[src/rtl/uart_pkg.sv]
// Shared UART definitions: receiver FSM states, frame geometry and the parity helper.
package uart_pkg;

    localparam int UART_DATA_BITS  = 32;
    localparam int UART_FRAME_BITS = 35;

    typedef enum logic [2:0] {
        IDLE      = 3'd0,
        DATA      = 3'd1,
        PARITY    = 3'd2,
        STOP      = 3'd3,
        WAIT_HIGH = 3'd4
    } rx_state_t;

    // Parity bit the transmitter appends: XOR of the data, inverted for odd parity.
    function automatic logic parity_bit(input logic [UART_DATA_BITS-1:0] data,
                                        input logic                      odd);
        return (^data) ^ odd;
    endfunction

endpackage

[src/rtl/uart_rx_sync.sv]
// Two-flop synchroniser for the serial line; resets to the idle-high level.
module uart_rx_sync (
    input  logic CLK_Baudin,
    input  logic RstRx,
    input  logic async_in,
    output logic sync_out
);

    logic meta;

    always_ff @(posedge CLK_Baudin) begin
        if (RstRx) begin
            meta     <= 1'b1;
            sync_out <= 1'b1;
        end else begin
            meta     <= async_in;
            sync_out <= meta;
        end
    end

endmodule

[src/rtl/uart_rx.sv]
// 32-bit UART receiver (start, 32 data LSB first, parity, stop) with valid/read handshake.
// Define UART_RX_SYNC_EN to pass the serial pin through a 2-flop synchroniser (+2 cycles).
//   state     | meaning
//   IDLE      | line idle, waiting for a 0 start bit
//   DATA      | shifting in data bits 0..31
//   PARITY    | capturing the parity bit
//   STOP      | sampling stop bit, delivering the frame
//   WAIT_HIGH | stop bit was 0 (break); wait for line to return high
module uart_rx
    import uart_pkg::*;
#(
    parameter int DATA_WIDTH = 32,
    parameter bit PARITY_ODD = 1'b0
) (
    input  logic                  CLK_Baudin,
    input  logic                  RstRx,
    input  logic                  ReceivedSerialData,
    input  logic                  DataRead,
    output logic [DATA_WIDTH-1:0] DataOut,
    output logic                  DataValid,
    output logic                  DoneRx,
    output logic                  receiving,
    output logic                  ParityErr,
    output logic                  FrameErr,
    output logic                  Overrun
);

    logic                  line;
    rx_state_t             state;
    logic [5:0]            cnt;
    logic [DATA_WIDTH-1:0] shift;
    logic                  parity_err_pend;

`ifdef UART_RX_SYNC_EN
    uart_rx_sync u_sync (
        .CLK_Baudin (CLK_Baudin),
        .RstRx      (RstRx),
        .async_in   (ReceivedSerialData),
        .sync_out   (line)
    );
`else
    assign line = ReceivedSerialData;
`endif

    always_ff @(posedge CLK_Baudin) begin
        if (RstRx) begin
            state           <= IDLE;
            cnt             <= '0;
            shift           <= '0;
            parity_err_pend <= 1'b0;
            DataOut         <= '0;
            DataValid       <= 1'b0;
            DoneRx          <= 1'b0;
            receiving       <= 1'b0;
            ParityErr       <= 1'b0;
            FrameErr        <= 1'b0;
            Overrun         <= 1'b0;
        end else begin
            DoneRx <= 1'b0;
            if (DataRead) begin
                DataValid <= 1'b0;
                Overrun   <= 1'b0;
            end

            case (state)
                IDLE: begin
                    if (!line) begin
                        state     <= DATA;
                        cnt       <= '0;
                        receiving <= 1'b1;
                    end
                end
                DATA: begin
                    shift[cnt[4:0]] <= line;
                    if (cnt == 6'(DATA_WIDTH - 1)) begin
                        state <= PARITY;
                    end else begin
                        cnt <= cnt + 6'd1;
                    end
                end
                PARITY: begin
                    parity_err_pend <= (line != parity_bit(shift, PARITY_ODD));
                    state           <= STOP;
                end
                STOP: begin
                    // A completing frame overrides a same-cycle DataRead.
                    DataOut   <= shift;
                    ParityErr <= parity_err_pend;
                    FrameErr  <= ~line;
                    DataValid <= 1'b1;
                    DoneRx    <= 1'b1;
                    receiving <= 1'b0;
                    if (DataValid && !DataRead) begin
                        Overrun <= 1'b1;
                    end
                    state <= line ? IDLE : WAIT_HIGH;
                end
                WAIT_HIGH: begin
                    if (line) begin
                        state <= IDLE;
                    end
                end
                default: state <= IDLE;
            endcase
        end
    end

endmodule

[config.mk]
export PLATFORM = sky130hd
export DESIGN_NAME = uart_rx
export DESIGN_NICKNAME = d
export VERILOG_FILES = /design/src/rtl/uart_pkg.sv /design/src/rtl/uart_rx_sync.sv /design/src/rtl/uart_rx.sv
export SDC_FILE = /design/constraint.sdc
export NUM_CORES = 1
export LEC_CHECK = 0
export ABC_AREA = 1
export BUFFER_PORTS_ARGS = -buffer_cell sky130_fd_sc_hd__clkbuf_2
export CAP_MARGIN = 10
export CORE_ASPECT_RATIO = 0.5
export CORE_MARGIN = 4
export CORE_UTILIZATION = 55
export DETAILED_ROUTE_END_ITERATION = 10
export PLACE_DENSITY = 0.76
export SLEW_MARGIN = 40
export SYNTH_ARGS = -nofsm -noshare
export SYNTH_HDL_FRONTEND = slang
export SYNTH_HIERARCHICAL = 1
export SYNTH_SLANG_ARGS = --single-unit
export TNS_END_PERCENT = 30
[constraint.sdc]
create_clock -name CLK_Baudin -period 2.8 [get_ports CLK_Baudin]
set_input_delay 0.7 -clock CLK_Baudin [delete_from_list [all_inputs] [get_ports CLK_Baudin]]
set_output_delay 0.7 -clock CLK_Baudin [all_outputs]
set_load 0.02 [all_outputs]
==> flow_summary.yaml, run 1 <==
routing:
  vias: 3309
  drtIter0Drc: 214
  wire_per_inst_microns: 13.2
  avgViaCountPerCell: 5.31
  first_pass_iters: 5
  routed_wl_microns: 8200
  route.detailed.drc: 0
  ant_nets: 0
clocking:
  cts_root_buf: "clkbuf_16"
  cts_resized: 0
  cts_hold_repair.buffers: 0
  cts_setup_buffers: 0
  ctsHtreeMaxLevel: 3
  worstSkewPairLatency_ns: 0.34
  clock_path_buffers: 2
  cts_tree: "yes"
  cts_buffers: 9
  clk_pin_slew_worst_paths_ns: 0.06
  cts_num_sinks: 80
critical_path:
  start_kind: "flip-flop"
  path_max_fanout: 16
  crit_path_cell_trace: "nor3_4, buf_4, nand2_1, clkinv_1, a311oi_1"
  slowest_stage: "dfxtp_1"
  crit_family: "buffers and inverters"
  crit_buf_inv: 2
  critPathArrivalTime_ns: 1.98
  worstSetupPathType: "flip-flop to flip-flop"
  slowest_delay_ns: 0.46
  reg2reg_slack_ns: 1.05
  critPathCaptureType: "flip-flop"
  critPathRequiredTime_ns: 3.03
die:
  num_rows: 20
  num_io_pins: 42
  core_sq_um: 6280
  start_util: 0.586
  die_h_microns: 65.8
  die_x_microns: 124
  die_area_sq_um: 8140
placed_design:
  hpwl_microns: 5490
  gp_congestion: 0.852
  io_buffers: 41
  dp.cells: 607
timing:
  setup_viol: 0
  slew_headroom: 0.476
  rsz0062_at_grt: "false"
  final_hold_viol_count: 0
  final-max-slew-violation-count: 0
  post-route-period-util: 0.625
  tightest_slew_ns: 0.780
  max_freq_mhz: 572
  fin_skew_ns: 0.00507
  finalCriticalPeriod_ns: 1.75
  setup_tns_ns: 0
pwr:
  power.switching_w: 0.000788
  powerDensity_nw_per_um2: 669
  sequentialPowerShare: 0.439
  power_frac_comb: 0.152
  internal_power_w: 0.00205
  leakage_nw: 1.97
  p_clk_frac: 0.409
  irDropWorstVdd_v: 0.000406
  p_sw_frac: 0.278
synth:
  netlist_area_sq_um: 3680
  synth_top_area_share: 0.435
  synth_top_area_cell: "dfxtp_1"
  yosysWarnings: 6
  yosysSeqAreaShare: 0.435
  ys_ff_latch: 80
  syn_inst: 495
  syn-mean-instance-area_sq_um: 7.43
  synthTopCellsByArea: "dfxtp_1 (44%), nand2_1 (11%), a21oi_1 (7.9%), a311oi_1 (6.7%), nor2_1 (5.3%)"
  ys_types: 31
  synth_nets: 503
grt:
  grt_pass1_vias: 2911
  grt.overflow.total: 0
  grt_max_degree: 50
  antenna_found_initial: 0
  grt_pass1_wl_microns: 14000
  groute.usage.overall: 0.221
run_status:
  status: "completed"
cells_and_area:
  nNetsFinal: 538
  fin_cells: 623
  drive_above_1_share: 0.146
  area_growth_pct: 15.2
  antenna_cells: 0
run:
  drv_cap: 0
worst_hold_path:
  holdCritPathClass: "flip-flop to flip-flop"
-- cell type report --
class / count / area [sq um]
Fill cell: 569 / 2040
Multi-Input combinational cell: 343 / 1800
Sequential cell: 80 / 1600
Clock buffer: 11 / 243
Timing Repair Buffer: 46 / 243
Inverter: 50 / 188
Tap cell: 88 / 110
Clock inverter: 5 / 56.3
-- placed cells by master (no fill, tap or decap), types with 2 or more instances in the layout --
cell type  count
xnor2_1        8
inv_2          4
nor2_1        52
nor3_1         6
a211oi_1       3
dfxtp_1       80
xor2_1         7
nand3_1        9
nand2_2        2
o21ai_0       38
clkbuf_2      41
buf_4          5
nand2_1      112
clkinv_1       2
a311oi_1      28
ha_1           4
clkbuf_16      9
nand2_4        2
inv_1         44
nor3_2         3
nand4_1        2
clkinv_2       2
nor2_4         2
a21oi_1       58
-- routing by layer --
layer / GRT usage / share of wire / routed length [microns] / vias to the layer above
met5: 0 / 0 / 0 / -
met2: 0.326 / 0.43 / 3530 / 91
li1: - / - / - / 1720
met3: 0.0829 / 0.069 / 568 / 10
met4: 0.0579 / 0.0087 / 71 / 0
met1: 0.305 / 0.49 / 4020 / 1488
-- sequential cells by signal, indices dropped and copies added (netlist names) --
| register | flops |
|---|---|
| ParityErr | 1 |
| Overrun | 1 |
| DataValid | 1 |
| shift | 32 |
| DataOut | 32 |
| parity_err_pend | 1 |
| FrameErr | 1 |
| DoneRx | 1 |
| receiving | 1 |
| cnt | 6 |
| state | 3 |
-- worst min-delay path: stages, from the launching register on --
cell     delay, ns
dfxtp_1       0.31
nand2_1       0.06
a21oi_1       0.05
-- cell families after synthesis --
group           Yosys count  share of synthesized area
simple gates            194                      0.223
compound gates          130                      0.213
flops                    80                      0.435
buf+inv                  72                     0.0792
xor+xnor                 15                     0.0357
fa+ha+maj                 4                     0.0136
-- final timing paths --
check	startpoint	endpoint	depth (start not counted)
worst max-delay path	state[2]	shift[6]	5
worst max register to register	state[2]	shift[6]	5
worst min register to register	FrameErr	FrameErr	2
worst min-delay path	FrameErr	FrameErr	2
-- cell usage after synthesis, drive strengths merged --
library cell and count:
a211oi 3, a21oi 58, a2bb2oi 1, a311oi 28, buf 6, clkbuf 16
clkinv 2, dfxtp 80, ha 4, inv 48, nand2 116, nand3 9
nand4 2, nor2 55, nor3 10, nor3b 1, nor4 1, o211a 1
o21ai 39, xnor2 8, xor2 7
-- through the flow --
| stage | util | setup WS, ns | hold slack (ns) | area [sq um] | power [W] |
|---|---|---|---|---|---|
| after floorplan | - | 1.17 | 0.450 | 3680 | 0.00159 |
| after global placement | 0.626 | 0.922 | 0.454 | 3930 | 0.00169 |
| after detailed placement | 0.626 | 0.856 | 0.457 | 3930 | 0.00169 |
| after CTS | 0.674 | 1.08 | 0.472 | 4230 | 0.00286 |
| after global routing | 0.675 | 0.842 | 0.488 | 4240 | 0.00298 |
| final | 0.675 | 1.05 | 0.472 | 4240 | 0.00283 |
-- power groups by stage --
stage	logic (W)	clock network, W	registers, W
6_report	0.000431	0.00116	0.00124
5_1_grt	0.000486	0.00125	0.00125
4_1_cts	0.000430	0.00119	0.00124
3_5_place_dp	0.000426	0	0.00127
3_3_place_gp	0.000420	0	0.00127
2_1_floorplan	0.000284	0	0.00131
No activity file was read; power rests on OpenSTA's default activity.
==> run 2: changes to the inputs <==
Clock period 2.8 ns to 1.7 ns, I/O delays scaled along.
==> run 2 against run 1 <==
  * Via count is 2.0% higher
  * Critical path type unchanged
  * Critical path depth is 5 higher
  * Design area is 5.3% higher
  * Combinational power is 86% higher
  * Total power is 84% higher
  * First-iteration DRC count is 22% lower
  * Clock skew is 0.00072 ns higher
  * Global-route usage is 0.28 points higher
  * Cell count is 2.9% higher
  * Hold slack worse by 0.099 ns
  * Register-to-register slack worse by 0.91 ns
==> flow_summary.yaml, run 2 (synthesis results as in run 1) <==
cells_and_area:
  nNetsFinal: 556
  fin_cells: 641
  postLayoutCellArea_sq_um: 4460
  drive_above_1_share: 0.174
  utilization: 0.711
  layout_commonest_cell: "nand2_1"
  top_regs: "DataOut: 32 flops, shift: 32 flops, cnt: 6 flops"
  antenna_cells: 0
  layout_common_cells: "nand2_1 (112), dfxtp_1 (80), a21oi_1 (58)"
  area_growth_pct: 21.3
placed_design:
  placed_cell_area_sq_um: 4070
  io_buffers: 41
  gp_congestion: 0.887
  dp.cells: 622
  hpwl_microns: 5560
pwr:
  irDropWorstVdd_v: 0.000634
  powerDensity_nw_per_um2: 1170
  leakage_nw: 2.11
timing:
  final_hold_viol_count: 0
  slew_headroom: 0.535
  max_freq_mhz: 639
  post-route-period-util: 0.920
  setup_tns_ns: 0
  tightest_slew_ns: 0.696
  finalCriticalPeriod_ns: 1.56
  rsz0062_at_grt: "false"
  setup_viol: 0
  fin_skew_ns: 0.00580
  final-max-slew-violation-count: 0
clocking:
  clk_pin_slew_worst_paths_ns: 0.06
  cts_tree: "yes"
  ctsHtreeMaxLevel: 3
  cts_root_buf: "clkbuf_16"
  worstSkewPairLatency_ns: 0.34
  clock_path_buffers: 2
  cts_hold_repair.buffers: 0
  cts_setup_buffers: 0
  cts_resized: 0
  cts_num_sinks: 80
  cts_buffers: 9
routing:
  route.detailed.drc: 0
  routed_wl_microns: 8270
  ant_nets: 0
  vias: 3376
  drtIter0Drc: 167
  wire_per_inst_microns: 12.9
  first_pass_iters: 4
  avgViaCountPerCell: 5.27
die:
  die_x_microns: 124
  num_rows: 20
  core_sq_um: 6280
  die_h_microns: 65.8
  die_area_sq_um: 8140
  num_io_pins: 42
  start_util: 0.586
grt:
  antenna_found_initial: 0
  grt_max_degree: 43
  grt_pass1_vias: 3031
  groute.usage.overall: 0.224
  grt_pass1_wl_microns: 14200
  grt.overflow.total: 0
critical_path:
  critPathArrivalTime_ns: 1.79
  reg2reg_slack_ns: 0.14
  worstSetupPathType: "flip-flop to flip-flop"
  critPathCaptureType: "flip-flop"
  path_max_fanout: 5
  critPathRequiredTime_ns: 1.93
  start_kind: "flip-flop"
worst_hold_path:
  holdCritPathClass: "input port to flip-flop"
run:
  drv_cap: 0
run_status:
  status: "completed"
==> run 2: area by class of cell <==
class	count	area [sq um]
sequential	80	1600
fill	515	1820
multi-input combinational	343	1790
tap	88	110
inverter	50	188
clock inverter	6	130
clock buffer	10	239
timing repair buffer	64	403
==> run 2: power breakdown <==
part | switching, W | total [W] | internal [W]
Combinational | 0.000513 | 0.000802 | 0.000289
Sequential | 0.0000745 | 0.00205 | 0.00198
Clock | 0.000752 | 0.00237 | 0.00162
Total | 0.00134 | 0.00522 | 0.00388
==> run 2: critical path: stages (launching register included) <==
cell	delay (ns)
dfxtp_1	0.38
inv_2	0.08
nor3_4	0.22
buf_4	0.18
o21ai_4	0.08
nand2_4	0.10
nand2_2	0.05
nor2_2	0.10
nand2_1	0.07
nor2_1	0.12
nor3b_2	0.06
==> run 2: worst paths after layout <==
path / start / to / cells after the start
hold reg to reg: FrameErr / FrameErr / 2
hold / removal: DataRead / DataValid / 4
setup / recovery: state[0] / cnt[5] / 10
setup reg to reg: state[0] / cnt[5] / 10
==> run 2: metal layers <==
layer / wire length, microns / track usage / vias to the layer above
met3: 627 / 0.0761 / 7
met2: 3710 / 0.354 / 86
met1: 3870 / 0.290 / 1523
li1: - / - / 1760
met4: 67 / 0.0717 / 0
met5: 0 / 0 / -
==> run 2: metrics by stage <==
step	hold WS (ns)	worst slack, ns	total power [W]
floorplan	0.450	0.277	0.00262
global placement	0.455	0.148	0.00283
detailed placement	0.466	0.0910	0.00284
CTS	0.369	0.103	0.00521
global route	0.385	0.0328	0.00546
finish	0.373	0.136	0.00522
==> run 3: changes to the inputs <==
Settings changed: ABC_AREA 1 to unset.
==> run 3 against run 2 <==
  * Register-to-register slack lost 0.098 ns
  * Combinational power shrank 81%
  * Highest routed layer unchanged
  * Critical path type unchanged
  * Cell count is 12% lower
  * Total power shrank 24%
  * Hold slack got worse by 0.11 ns
  * Critical endpoint is now parity_err_pend
  * Routed wire length shrank 4.8%
  * First-iteration DRC count increased by 18%
  * Design area is 6.2% lower
  * Synthesized area down 4.8%
  * Clock power down 19%
  * Largest cell class unchanged
  * Sequential share of layout area increased by 2.4 points
==> flow_summary.yaml, run 3 <==
run_status:
  status: "completed"
grt:
  grt_pass1_wl_microns: 13400
  grt_max_degree: 38
  antenna_found_initial: 0
  groute.usage.overall: 0.218
  grt_pass1_vias: 2800
  grt.overflow.total: 0
worst_hold_path:
  holdCritPathClass: "input port to flip-flop"
critical_path:
  start_kind: "flip-flop"
  slowest_delay_ns: 0.44
  critPathCaptureType: "flip-flop"
  critPathArrivalTime_ns: 1.87
  crit_path_cell_trace: "xor2_1, xnor2_1, xnor2_1, xnor3_1, nand3b_1, o211ai_1"
  crit_buf_inv: 0
  cp_common_cell: "xnor2_1"
  slowest_stage: "xnor3_1"
  worstSetupPathType: "flip-flop to flip-flop"
  path_max_fanout: 3
  critPathRequiredTime_ns: 1.91
  crit_family: "XOR/XNOR gates"
placed_design:
  place_ws_ns: -0.0661
  hpwl_microns: 5300
  io_buffers: 41
  gp_congestion: 0.896
run:
  drv_cap: 0
timing:
  fin_ws_ns: 0.0375
  setup_tns_ns: 0
  max_freq_mhz: 601
  final_hold_viol_count: 0
  tightest_slew_ns: 0.619
  fin_skew_ns: 0.00486
  final-max-slew-violation-count: 0
  slew_headroom: 0.586
  setup_viol: 0
  rsz0062_at_grt: "false"
  finalCriticalPeriod_ns: 1.66
  post-route-period-util: 0.978
synth:
  async_flop_share: 0
  yosysSeqAreaShare: 0.457
  ys_top_cells_by_count: "nand2_1 (106), dfxtp_1 (80), a21oi_1 (58)"
  synth_top_area_cell: "dfxtp_1"
  ys_types: 36
  ys.flop_type: "dfxtp_1"
  yosysWarnings: 6
  synth_edf_count: 0
  synth_top_area_share: 0.457
  yosysMostFrequentCell: "nand2_1"
  synthTopCellsByArea: "dfxtp_1 (46%), nand2_1 (11%), a21oi_1 (8.3%), xnor2_1 (6.0%), nor2_1 (4.5%)"
  syn-mean-instance-area_sq_um: 8.17
  ys_ff_latch: 80
  synth_nets: 437
  syn_inst: 429
  netlist_area_sq_um: 3500
pwr:
  irDropWorstVdd_v: 0.000545
  leakage_nw: 1.53
  powerDensity_nw_per_um2: 944
cells_and_area:
  top_regs: "DataOut: 32 flops, shift: 32 flops, cnt: 6 flops"
  fillerInstances: 528
  layout_commonest_cell: "nand2_1"
  area_growth_pct: 19.5
  nNetsFinal: 481
  antenna_cells: 0
  seqCellArea_sq_um: 1600
  multi_input_area_sq_um: 1770
  drive_above_1_share: 0.192
  layout_common_cells: "nand2_1 (106), dfxtp_1 (79), a21oi_1 (58)"
routing:
  wire_per_inst_microns: 13.9
  routed_wl_microns: 7880
  drtIter0Drc: 197
  ant_nets: 0
  avgViaCountPerCell: 5.22
  vias: 2952
  first_pass_iters: 4
  route.detailed.drc: 0
die:
  die_area_sq_um: 7790
  num_io_pins: 42
  start_util: 0.571
  die_h_microns: 64.4
  die_x_microns: 121
  core_sq_um: 6130
  num_rows: 20
clocking:
  worstSkewPairLatency_ns: 0.33
  cts_num_sinks: 80
  cts_setup_buffers: 0
  ctsHtreeMaxLevel: 3
  clock_path_buffers: 2
  cts_buffers: 9
  cts_tree: "yes"
  clk_pin_slew_worst_paths_ns: 0.06
  cts_root_buf: "clkbuf_16"
-- run 3: path summary, 6_finish.rpt --
check | startpoint | to | slack (ns) | cells after the start
setup / recovery | shift[3] | parity_err_pend | 0.04 | 6
hold / removal | DataRead | Overrun | 0.27 | 2
setup reg to reg | shift[3] | parity_err_pend | 0.04 | 6
hold reg to reg | DataOut[2] | DataOut[2] | 0.46 | 2
-- run 3: cell families after synthesis --
group / synth area share
AOI/OAI and AO/OA: 0.105
and+or+nand+nor: 0.250
xor gates and xnor gates: 0.0932
DFF: 0.457
adders and majority gates: 0.0143
buffers and inverters: 0.0411
muxes: 0.0400
-- run 3: cell type report --
| cell class | count | share of cell area |
|---|---|---|
| inverters | 4 | 0.00359 |
| clock buffers | 10 | 0.0571 |
| multi-input cells | 316 | 0.423 |
| repair buffers | 62 | 0.0927 |
| well taps | 88 | 0.0263 |
| clock inverters | 6 | 0.0141 |
| flip-flops and latches | 80 | 0.383 |
-- run 3: report_power, final --
part / switching (W) / internal, W
Clock: 0.000742 / 0.00117
Combinational: 0.0000981 / 0.0000548
Sequential: 0.00000589 / 0.00188
Total: 0.000846 / 0.00311
-- run 3: layer usage --
layer	routed length [microns]	up-vias	global-route usage
met4	70	0	0.0706
met3	610	10	0.0697
li1	-	1490	-
met2	3540	89	0.341
met5	0	-	0
met1	3660	1363	0.289
-- run 3: through the flow --
step	area [sq um]	hold WS, ns	instances	total power, W	utilization
5_1_grt	4190	0.258	566	0.00407	0.683
3_5_place_dp	3880	0.447	550	0.00208	0.633
2_1_floorplan	3500	0.432	429	0.00204	-
6_report	4190	0.265	566	0.00395	0.683
4_1_cts	4180	0.255	566	0.00397	0.681
3_3_place_gp	3880	0.442	550	0.00208	0.633
-- run 3: timing repair --
item                                    CTS  global route
endpoints found under the setup margin    0             2
hold buffers                              0             0
resized for setup                         0             2
hold endpoints to repair                  0             0
